[src/rtl/b8_fetch_pkg.sv]
// Shared fetch-path definitions: responder FSM states, the NOP word returned for
// misaligned fetches, and the default request-queue depth.
package b8_fetch_pkg;

  typedef enum logic [1:0] {
    ST_IDLE    = 2'd0,
    ST_WAIT    = 2'd1,
    ST_DISCARD = 2'd2
  } fetch_state_e;

  localparam int unsigned INST_WIDTH         = 32;
  localparam int unsigned DEFAULT_FIFO_DEPTH = 4;
  localparam logic [INST_WIDTH-1:0] NOP_INST = 32'h0000_0013;

  // A fetch address is word-aligned only when its two low bits are zero.
  function automatic logic is_misaligned(input logic [1:0] lsb);
    return |lsb;
  endfunction

endpackage

[src/rtl/resp_req_fifo.sv]
// Request queue for the fetch responder: circular buffer with push, pop and a
// single-edge flush that empties it; pointers wrap modulo Depth.
module resp_req_fifo #(
  parameter int unsigned Depth = 4,
  parameter int unsigned Width = 32
) (
  input  logic                     clk,
  input  logic                     reset_n,
  input  logic                     push_i,
  input  logic                     pop_i,
  input  logic                     flush_i,
  input  logic [Width-1:0]         wdata_i,
  output logic [Width-1:0]         rdata_o,
  output logic                     full_o,
  output logic                     empty_o,
  output logic [$clog2(Depth):0]   count_o
);

  localparam int unsigned PtrW = $clog2(Depth);
  localparam int unsigned CntW = $clog2(Depth) + 1;

  logic [Width-1:0] r_mem [Depth];
  logic [PtrW-1:0]  r_wr_ptr;
  logic [PtrW-1:0]  r_rd_ptr;
  logic [CntW-1:0]  r_count;
  logic             w_push;
  logic             w_pop;

  assign full_o  = (r_count == CntW'(Depth));
  assign empty_o = (r_count == '0);
  assign count_o = r_count;
  assign rdata_o = r_mem[r_rd_ptr];

  assign w_push = push_i & ~full_o & ~flush_i;
  assign w_pop  = pop_i & ~empty_o & ~flush_i;

  // Storage carries no reset; only the pointers and count define validity.
  always_ff @(posedge clk) begin
    if (w_push) begin
      r_mem[r_wr_ptr] <= wdata_i;
    end
  end

  always_ff @(posedge clk or negedge reset_n) begin
    if (!reset_n) begin
      r_wr_ptr <= '0;
      r_rd_ptr <= '0;
      r_count  <= '0;
    end else if (flush_i) begin
      r_wr_ptr <= '0;
      r_rd_ptr <= '0;
      r_count  <= '0;
    end else begin
      if (w_push) begin
        r_wr_ptr <= r_wr_ptr + PtrW'(1);
      end
      if (w_pop) begin
        r_rd_ptr <= r_rd_ptr + PtrW'(1);
      end
      case ({w_push, w_pop})
        2'b10:   r_count <= r_count + CntW'(1);
        2'b01:   r_count <= r_count - CntW'(1);
        default: r_count <= r_count;
      endcase
    end
  end

endmodule

[src/rtl/inst_bus_responder.sv]
// Instruction-fetch bus responder: queues fetch addresses, keeps one memory read in
// flight, returns words in order and drops anything overtaken by a jump flush.
// Optional build macro INST_RESP_ALIGN_CHECK_EN answers misaligned fetches with a NOP.
module inst_bus_responder
  import b8_fetch_pkg::*;
#(
  parameter int unsigned FifoDepth = DEFAULT_FIFO_DEPTH,
  parameter int unsigned AddrWidth = 32
) (
  input  logic                  clk,
  input  logic                  reset_n,
  input  logic                  request_i,
  input  logic [AddrWidth-1:0]  addr_i,
  input  logic                  flush_i,
  output logic                  ready_o,
  output logic                  dataOk_o,
  output logic [INST_WIDTH-1:0] inst_o,
  output logic [AddrWidth-1:0]  instAddr_o,
  output logic                  mem_en_o,
  output logic [AddrWidth-1:0]  mem_addr_o,
  input  logic [INST_WIDTH-1:0] mem_rdata_i,
  input  logic                  mem_rvalid_i
);

  localparam int unsigned CntW = $clog2(FifoDepth) + 1;

  fetch_state_e          r_state;
  logic [AddrWidth-1:0]  r_issue_addr;
  logic [AddrWidth-1:0]  r_inst_addr;
  logic [INST_WIDTH-1:0] r_inst;
  logic                  r_data_ok;

  logic                  w_push;
  logic                  w_pop;
  logic                  w_issue;
  logic                  w_full;
  logic                  w_empty;
  logic                  w_resp;
  logic [INST_WIDTH-1:0] w_resp_data;
  logic [AddrWidth-1:0]  w_head;
  logic [CntW-1:0]       w_count;

  resp_req_fifo #(
    .Depth (FifoDepth),
    .Width (AddrWidth)
  ) u_req_fifo (
    .clk     (clk),
    .reset_n (reset_n),
    .push_i  (w_push),
    .pop_i   (w_pop),
    .flush_i (flush_i),
    .wdata_i (addr_i),
    .rdata_o (w_head),
    .full_o  (w_full),
    .empty_o (w_empty),
    .count_o (w_count)
  );

  assign ready_o = (w_count != CntW'(FifoDepth));
  assign w_push  = request_i & ~w_full & ~flush_i;
  assign w_pop   = (r_state == ST_IDLE) & ~w_empty & ~flush_i;

`ifdef INST_RESP_ALIGN_CHECK_EN
  // A misaligned head is popped like a real fetch but answered locally with a NOP.
  logic r_local;
  logic w_misaligned;

  assign w_misaligned = is_misaligned(w_head[1:0]);
  assign w_issue      = w_pop & ~w_misaligned;
  assign w_resp       = r_local | mem_rvalid_i;
  assign w_resp_data  = r_local ? NOP_INST : mem_rdata_i;

  always_ff @(posedge clk or negedge reset_n) begin
    if (!reset_n) begin
      r_local <= 1'b0;
    end else if (w_pop) begin
      r_local <= w_misaligned;
    end
  end
`else
  assign w_issue     = w_pop;
  assign w_resp      = mem_rvalid_i;
  assign w_resp_data = mem_rdata_i;
`endif

  assign mem_en_o   = w_issue;
  assign mem_addr_o = w_head;

  // Fetch sequencer: issue from the queue head, then wait for (or discard) the reply.
  always_ff @(posedge clk or negedge reset_n) begin
    if (!reset_n) begin
      r_state      <= ST_IDLE;
      r_issue_addr <= '0;
      r_data_ok    <= 1'b0;
      r_inst       <= '0;
      r_inst_addr  <= '0;
    end else begin
      r_data_ok <= 1'b0;
      case (r_state)
        ST_IDLE: begin
          if (w_pop) begin
            r_state      <= ST_WAIT;
            r_issue_addr <= w_head;
          end
        end
        ST_WAIT: begin
          if (w_resp) begin
            r_state <= ST_IDLE;
            if (!flush_i) begin
              r_data_ok   <= 1'b1;
              r_inst      <= w_resp_data;
              r_inst_addr <= r_issue_addr;
            end
          end else if (flush_i) begin
            r_state <= ST_DISCARD;
          end
        end
        ST_DISCARD: begin
          // The outstanding reply still has to drain before a new read may issue.
          if (mem_rvalid_i) begin
            r_state <= ST_IDLE;
          end
        end
        default: r_state <= ST_IDLE;
      endcase
    end
  end

  assign dataOk_o   = r_data_ok;
  assign inst_o     = r_inst;
  assign instAddr_o = r_inst_addr;

endmodule
[config.mk]
export PLATFORM = sky130hd
export DESIGN_NAME = inst_bus_responder
export DESIGN_NICKNAME = d
export VERILOG_FILES = /design/src/rtl/b8_fetch_pkg.sv /design/src/rtl/resp_req_fifo.sv /design/src/rtl/inst_bus_responder.sv
export SDC_FILE = /design/constraint.sdc
export NUM_CORES = 1
export LEC_CHECK = 0
export ABC_AREA = 1
export BUFFER_PORTS_ARGS = -buffer_cell sky130_fd_sc_hd__buf_2
export CAP_MARGIN = 20
export CORE_ASPECT_RATIO = 0.7
export CORE_MARGIN = 2
export CORE_UTILIZATION = 30
export CTS_CLUSTER_SIZE = 40
export DETAILED_ROUTE_END_ITERATION = 10
export GPL_TIMING_DRIVEN = 0
export PLACE_DENSITY_LB_ADDON = 0.12
export SLEW_MARGIN = 30
export SYNTH_ARGS = -nofsm -noshare
export SYNTH_HDL_FRONTEND = slang
export SYNTH_SLANG_ARGS = --single-unit
[constraint.sdc]
create_clock -name clk -period 2.5 [get_ports clk]
set_input_delay 0.5 -clock clk [delete_from_list [all_inputs] [get_ports clk]]
set_output_delay 0.5 -clock clk [all_outputs]
set_load 0.1 [all_outputs]
==> impl_results.md, run 1 <==
* Status: finished, final reports clean
* Period minus WS final at between 2000 and 2500 ps
* Drt pass-1 iters at 5
* Worst slew pin tran at between 600 and 700 ps
* Drt drc at 0
* Synthesis-to-finish area growth at 32.7%
* Vias at between 6000 and 7000
* Critical path class: flop to output port
* Post-synthesis async set-or-reset flop share at between 40 and 50%
* Vias in the first global route at slightly above 6000
* Layout Cells excl Fill at roughly 1400
* Fin. max-slew vios at 0
* CP arrival at ~1900 ps
* Initial DRC count at 314
* First-pass GRT wire length at between 30 and 40 mm
* DRT Wirelength at approximately 25 mm
* Skew final at about 11 ps
* Layout cell share with drive strength beyond 1 at roughly two fifths
* Die X at roughly 210 um
* Synth cell types at 31
* Final GP Congestion at ~0.74
* Final hold viol count at 0
* Register area share after synthesis at 69.5%
* Fillers at between 3000 and 4000
* Final Cycle Share at about 97%
* Cell row count at 54
* Antenna violations before repair at 3
* IO buf count at 167
* CP max-delay cell: dfrtp_2
* Syn_nets at 833
* CTS sink cnt at 234
* H-tree Lvls at 1
* Critical path's most frequent cell: buf_4
* Vias/cell at approximately 4.3
* Die Ht at 152 um
* Synth Flop Type: edfxtp_1
* Top Ports at between 150 and 200
* Setup ws final at 76.2 ps
* GRT overflow at 0
* Global Route Usage Sum at around 15%
* Core area at between 30000 and 40000 um^2
* Yosys reg bits at 234
* Critical Path Sink Type: output port
* Commonest cells after routing, fill and taps aside: nand2_1 (149), buf_2 (143), edfxtp_1 (128)
* CTS root buf: clkbuf_16
* Reg clk slew, reported paths at ~60 ps
* Commonest non-fill, non-tap cell in the layout: nand2_1
* Largest net degree at the start of global routing at roughly 70
* Max_slew headroom at approximately three fifths
* CTS tree: done
* FMAX at ~410 MHz
* Post-synth EDFFs at 128
* DR WL/cell at roughly 18 um
* Setup TNS at 0 ps
* CP required at 2000 ps
* Bufs on Longest Clock Path at 3
* Dpl hpwl at about 17 mm
* Max Cap Viol at 0
* Initial Util at a little under a third
* Die area at 32600 um^2
* Syn avg cell area at roughly 12 um^2
* Cells after DPL at roughly 1400
* Final Net Count at 1050
* Final core occ at roughly 40%
* Syn. warnings at 0
* Num CTS Buffers at 25
* Cell Area, Synth at roughly 9300 um^2
* Final antenna-violating net count at 0
* Worst hold path type: input port to flop
* Worst slack, placed at ~46 ps
* Post-Synthesis Cells at between 700 and 800
* Crit-path cells: buf_4, buf_4, nor2_1, o22ai_2, buf_12
* Crit-path max FO at 10
* Slowest Stage Delay on Critical Path at about 430 ps
* Crit path launch type: flop
* Clock latency at the later pin of the worst-skew pair at 520 ps
* RSZ-0062 raised after global routing: yes
* Final setup viols at 0
## area by class of cell
class / count / area, um^2 / area share, %
repair buffers: 190 / 1570 / 12.7
clock inverters: 6 / 105 / 0.847
inverters: 52 / 200 / 1.61
diodes: 2 / 5.00 / 0.0404
flip-flops and latches: 234 / 6500 / 52.4
clock buffers: 39 / 748 / 6.03
plain buffers: 39 / 317 / 2.55
well taps: 420 / 526 / 4.24
multi-input cells: 434 / 2430 / 19.6
## critical path: cells and delay by family, from the launching register on
kind	cells	cell delay (ps)
AND/OR/NAND/NOR	1	80
buffers and inverters	3	640
flip-flops	1	430
AO/OA/AOI/OAI	1	240
## layer usage
metal,vias to the layer above,track usage (%),part of all wire (%)
met4,2,2.81,1.4
li1,3011,-,-
met2,154,22.8,42
met1,2898,22.9,50
met5,-,0,0.028
met3,30,3.59,5.7
## flip-flops by register name (all words and copies together) (netlist names)
name                 cells
inst_o                  32
dataOk_o                 1
u_req_fifo.r_rd_ptr      2
u_req_fifo.count_o       3
u_req_fifo.r_wr_ptr      2
r_state                  2
r_issue_addr            32
instAddr_o              32
u_req_fifo.r_mem       128
## cell usage after synthesis, types with 3 or more instances
cell	count	area, um^2
inv_2	8	30.0
buf_2	19	95.1
o21ai_2	30	263
o21ai_0	59	295
clkbuf_1	4	15.0
nand2_2	31	194
inv_1	43	161
o21ai_1	44	220
o22ai_2	27	338
dfrtp_1	106	2650
nor2_1	69	259
o22ai_1	5	31.3
buf_12	3	60.1
ha_1	4	50.1
nand2_1	149	559
edfxtp_1	128	3840
buf_4	10	75.1
## cells by family after synthesis
family	count (synthesis)	share of synthesized area, %
xor+xnor	1	0.0937
simple gates	258	11.8
flops	234	69.5
compound gates	170	12.7
buf+inv	91	5.14
fa+ha+maj	5	0.750
## repair_timing
action                     in CTS  in global routing
hold endpoints to repair       39                  0
buffers inserted                3                 10
resized for setup              93                 34
setup endpoints to repair      33                 33
pin swaps                       6                 16
hold buffers                    1                  0
## stage by stage
stage / hold slack (ps) / cell area (um^2)
5_1_grt: 156 / 12400
3_5_place_dp: 410 / 11000
4_1_cts: 147 / 12200
3_3_place_gp: 457 / 10800
2_1_floorplan: 204 / 9410
6_report: 171 / 12400
## worst paths after layout
path | startpoint | to | slack, ps | cells after the start
max | u_req_fifo.r_rd_ptr[0] | mem_addr_o[4] | 80 | 5
min | mem_rdata_i[28] | inst_o[28] | 170 | 3
max reg2reg | u_req_fifo.count_o[1] | u_req_fifo.r_mem[1][21] | 380 | 8
min reg2reg | inst_o[2] | inst_o[2] | 470 | 2
max in group asynchronous | reset_n | u_req_fifo.r_rd_ptr[0] | 1350 | 3
min in group asynchronous | reset_n | instAddr_o[8] | 450 | 2
Power of run 1 is not shown: default switching activity piles up to over one toggle a cycle in this logic, so the estimate is an artifact.
==> run 2, diff against run 1 <==
clock period = 2.6 ns   (was 2.5 ns; I/O delays follow)
==> run 2 against run 1 <==
Net effect:
- non-clock buffer count is 16 lower
- cell area down 3.4%
- critical path depth unchanged
- hold slack improved by 14 ps
- first-iteration DRC count is 11% higher
- sequential share of layout area rose by 1.8 points
- worst setup slack improved by 11 ps
- via count is 0.26% lower
- register-to-register slack improved by 70 ps
- clock-buffer cell count is 5 lower
==> impl_results.md, run 2 (synthesis gave the netlist of run 1 again) <==
* H-tree Lvls at 1 (unchanged)
* Crit path launch type: flop
* Drt drc at 0 (unchanged)
* First-pass GRT wire length at 38.4 mm (+0.92%)
* Critical Path Sink Type: output port
* Most flops, register: u_req_fifo.r_mem
* FMAX at roughly 400 MHz
* Vias/cell at 4.35 (+0.95%)
* Slowest Stage Delay on Critical Path at 430 ps (about the same)
* Drt pass-1 iters at 4 (-1)
* Die X at 215 um (unchanged)
* CTS root buf: clkbuf_16
* Num CTS Buffers at 25 (unchanged)
* Commonest non-fill, non-tap cell in the layout: nand2_1
* Synthesis-to-finish area growth at 28.2%
* Critical path's top delay family: buffers and inverters
* Fin. max-slew vios at 0 (unchanged)
* Vias at 6079 (-0.26%)
* Fillers at 3035 (+0.70%)
* Top Ports at 168 (unchanged)
* DRT Wirelength at 24.8 mm (-0.90%)
* CP max-delay cell: dfrtp_2
* Final Cycle Share at 96.7%
* GRT overflow at 0 (unchanged)
* Status: finished, final reports clean
* DR WL/cell at 17.7 um (+0.31%)
* Vias in the first global route at 6238 (+1.7%)
* Antenna violations before repair at 4 (+1)
* Bufs on Longest Clock Path at 3 (unchanged)
* Initial Util at 30.3% (unchanged)
* Final antenna-violating net count at 0 (unchanged)
* Core area at 30900 um^2 (unchanged)
* Die Ht at 152 um (unchanged)
* Reg clk slew, reported paths at 60 ps (about the same)
* Max Cap Viol at 0 (unchanged)
* Crit-path max FO at 10 (unchanged)
* Worst slew pin tran at 652 ps (+34.9 ps)
* CP arrival at 1990 ps (+70 ps)
* Die area at 32600 um^2 (unchanged)
* Max_slew headroom at 56.5% (-2.4 points)
* Dpl hpwl at 16.6 mm (-1.7%)
* Final setup viols at 0 (unchanged)
* IO buf count at 167 (unchanged)
* Commonest cells after routing, fill and taps aside: nand2_1 (149), buf_2 (144), edfxtp_1 (128)
* Cell row count at 54 (unchanged)
* CP required at 2080 ps (+80 ps)
* Crit-path cells: buf_4, buf_4, nor2_1, o22ai_2, buf_8
* CTS sink cnt at 234 (unchanged)
* Clock latency at the later pin of the worst-skew pair at 540 ps (+20 ps)
* Final GP Congestion at 0.729 (-1.5%)
* Max FFs per register at 128 (unchanged)
* Worst hold path type: input port to flop
* Setup TNS at 0 ps (unchanged)
* Final Net Count at 1034 (-1.5%)
* Skew final at 14.7 ps (+3.62 ps)
* Global Route Usage Sum at 15.5% (+0.14 points)
* Layout cell share with drive strength beyond 1 at 36.9% (-1.4 points)
* Final core occ at 38.8% (-1.4 points)
* Critical path class: flop to output port
* Initial DRC count at 349 (+11%)
* Final hold viol count at 0 (unchanged)
* Period minus WS final at 2510 ps
* CTS tree: done
* Critical path buffers and inverters at 3 (unchanged)
* Largest net degree at the start of global routing at 66 (-2.9%)
* Critical path's most frequent cell: buf_4
==> run 2: repair_timing <==
action | in CTS | in global routing
hold endpoints to repair | 41 | 0
hold buffers | 1 | 0
buffers inserted | 0 | 0
endpoints found under the setup margin | 33 | 32
pin swaps | 0 | 0
resized for setup | 71 | 19
==> run 2: routing by layer <==
layer  up-vias  part of all wire [%]  track usage (%)
met5         -                  0.17                0
met4         6                   1.7             3.30
met3        38                   5.2             3.57
met2       134                    43             23.8
met1      2915                    50             22.5
li1       2986                     -                -
==> run 2: area by class of cell <==
class | count | area [um^2] | area share, %
flip-flops and latches | 234 | 6500 | 54.2
multi-input cells | 434 | 2430 | 20.3
repair buffers | 174 | 1260 | 10.5
clock buffers | 34 | 689 | 5.75
well taps | 420 | 526 | 4.39
plain buffers | 39 | 314 | 2.62
inverters | 52 | 200 | 1.67
clock inverters | 11 | 61.3 | 0.512
diodes | 1 | 2.50 | 0.0209
==> run 2: final timing paths <==
kind | start | end | slack [ps] | cells after the start
max in group asynchronous | reset_n | u_req_fifo.r_rd_ptr[0] | 1460 | 3
worst max-delay path | u_req_fifo.r_rd_ptr[0] | mem_addr_o[23] | 90 | 5
worst max register to register | u_req_fifo.count_o[0] | u_req_fifo.r_mem[3][22] | 450 | 7
worst min register to register | instAddr_o[6] | instAddr_o[6] | 480 | 2
min in group asynchronous | reset_n | r_issue_addr[8] | 460 | 2
worst min-delay path | mem_rdata_i[5] | inst_o[5] | 180 | 3
==> run 2: worst min-delay path, cell delays in order <==
cell and delay [ps]:
buf_2 70, nand2_1 40, nand2_1 50
==> run 2: per-stage QoR <==
step | hold slack (ps) | instance area [um^2] | setup WS (ps) | std cells
global placement | 459 | 10700 | -1590 | 1346
detailed placement | 431 | 10900 | 152 | 1352
CTS | 158 | 11900 | -5.70 | 1398
floorplan | 224 | 9380 | -452 | 759
finish | 185 | 12000 | 87.0 | 1399
global route | 167 | 12000 | -0.641 | 1398
Power of run 2 is left out for the same reason.
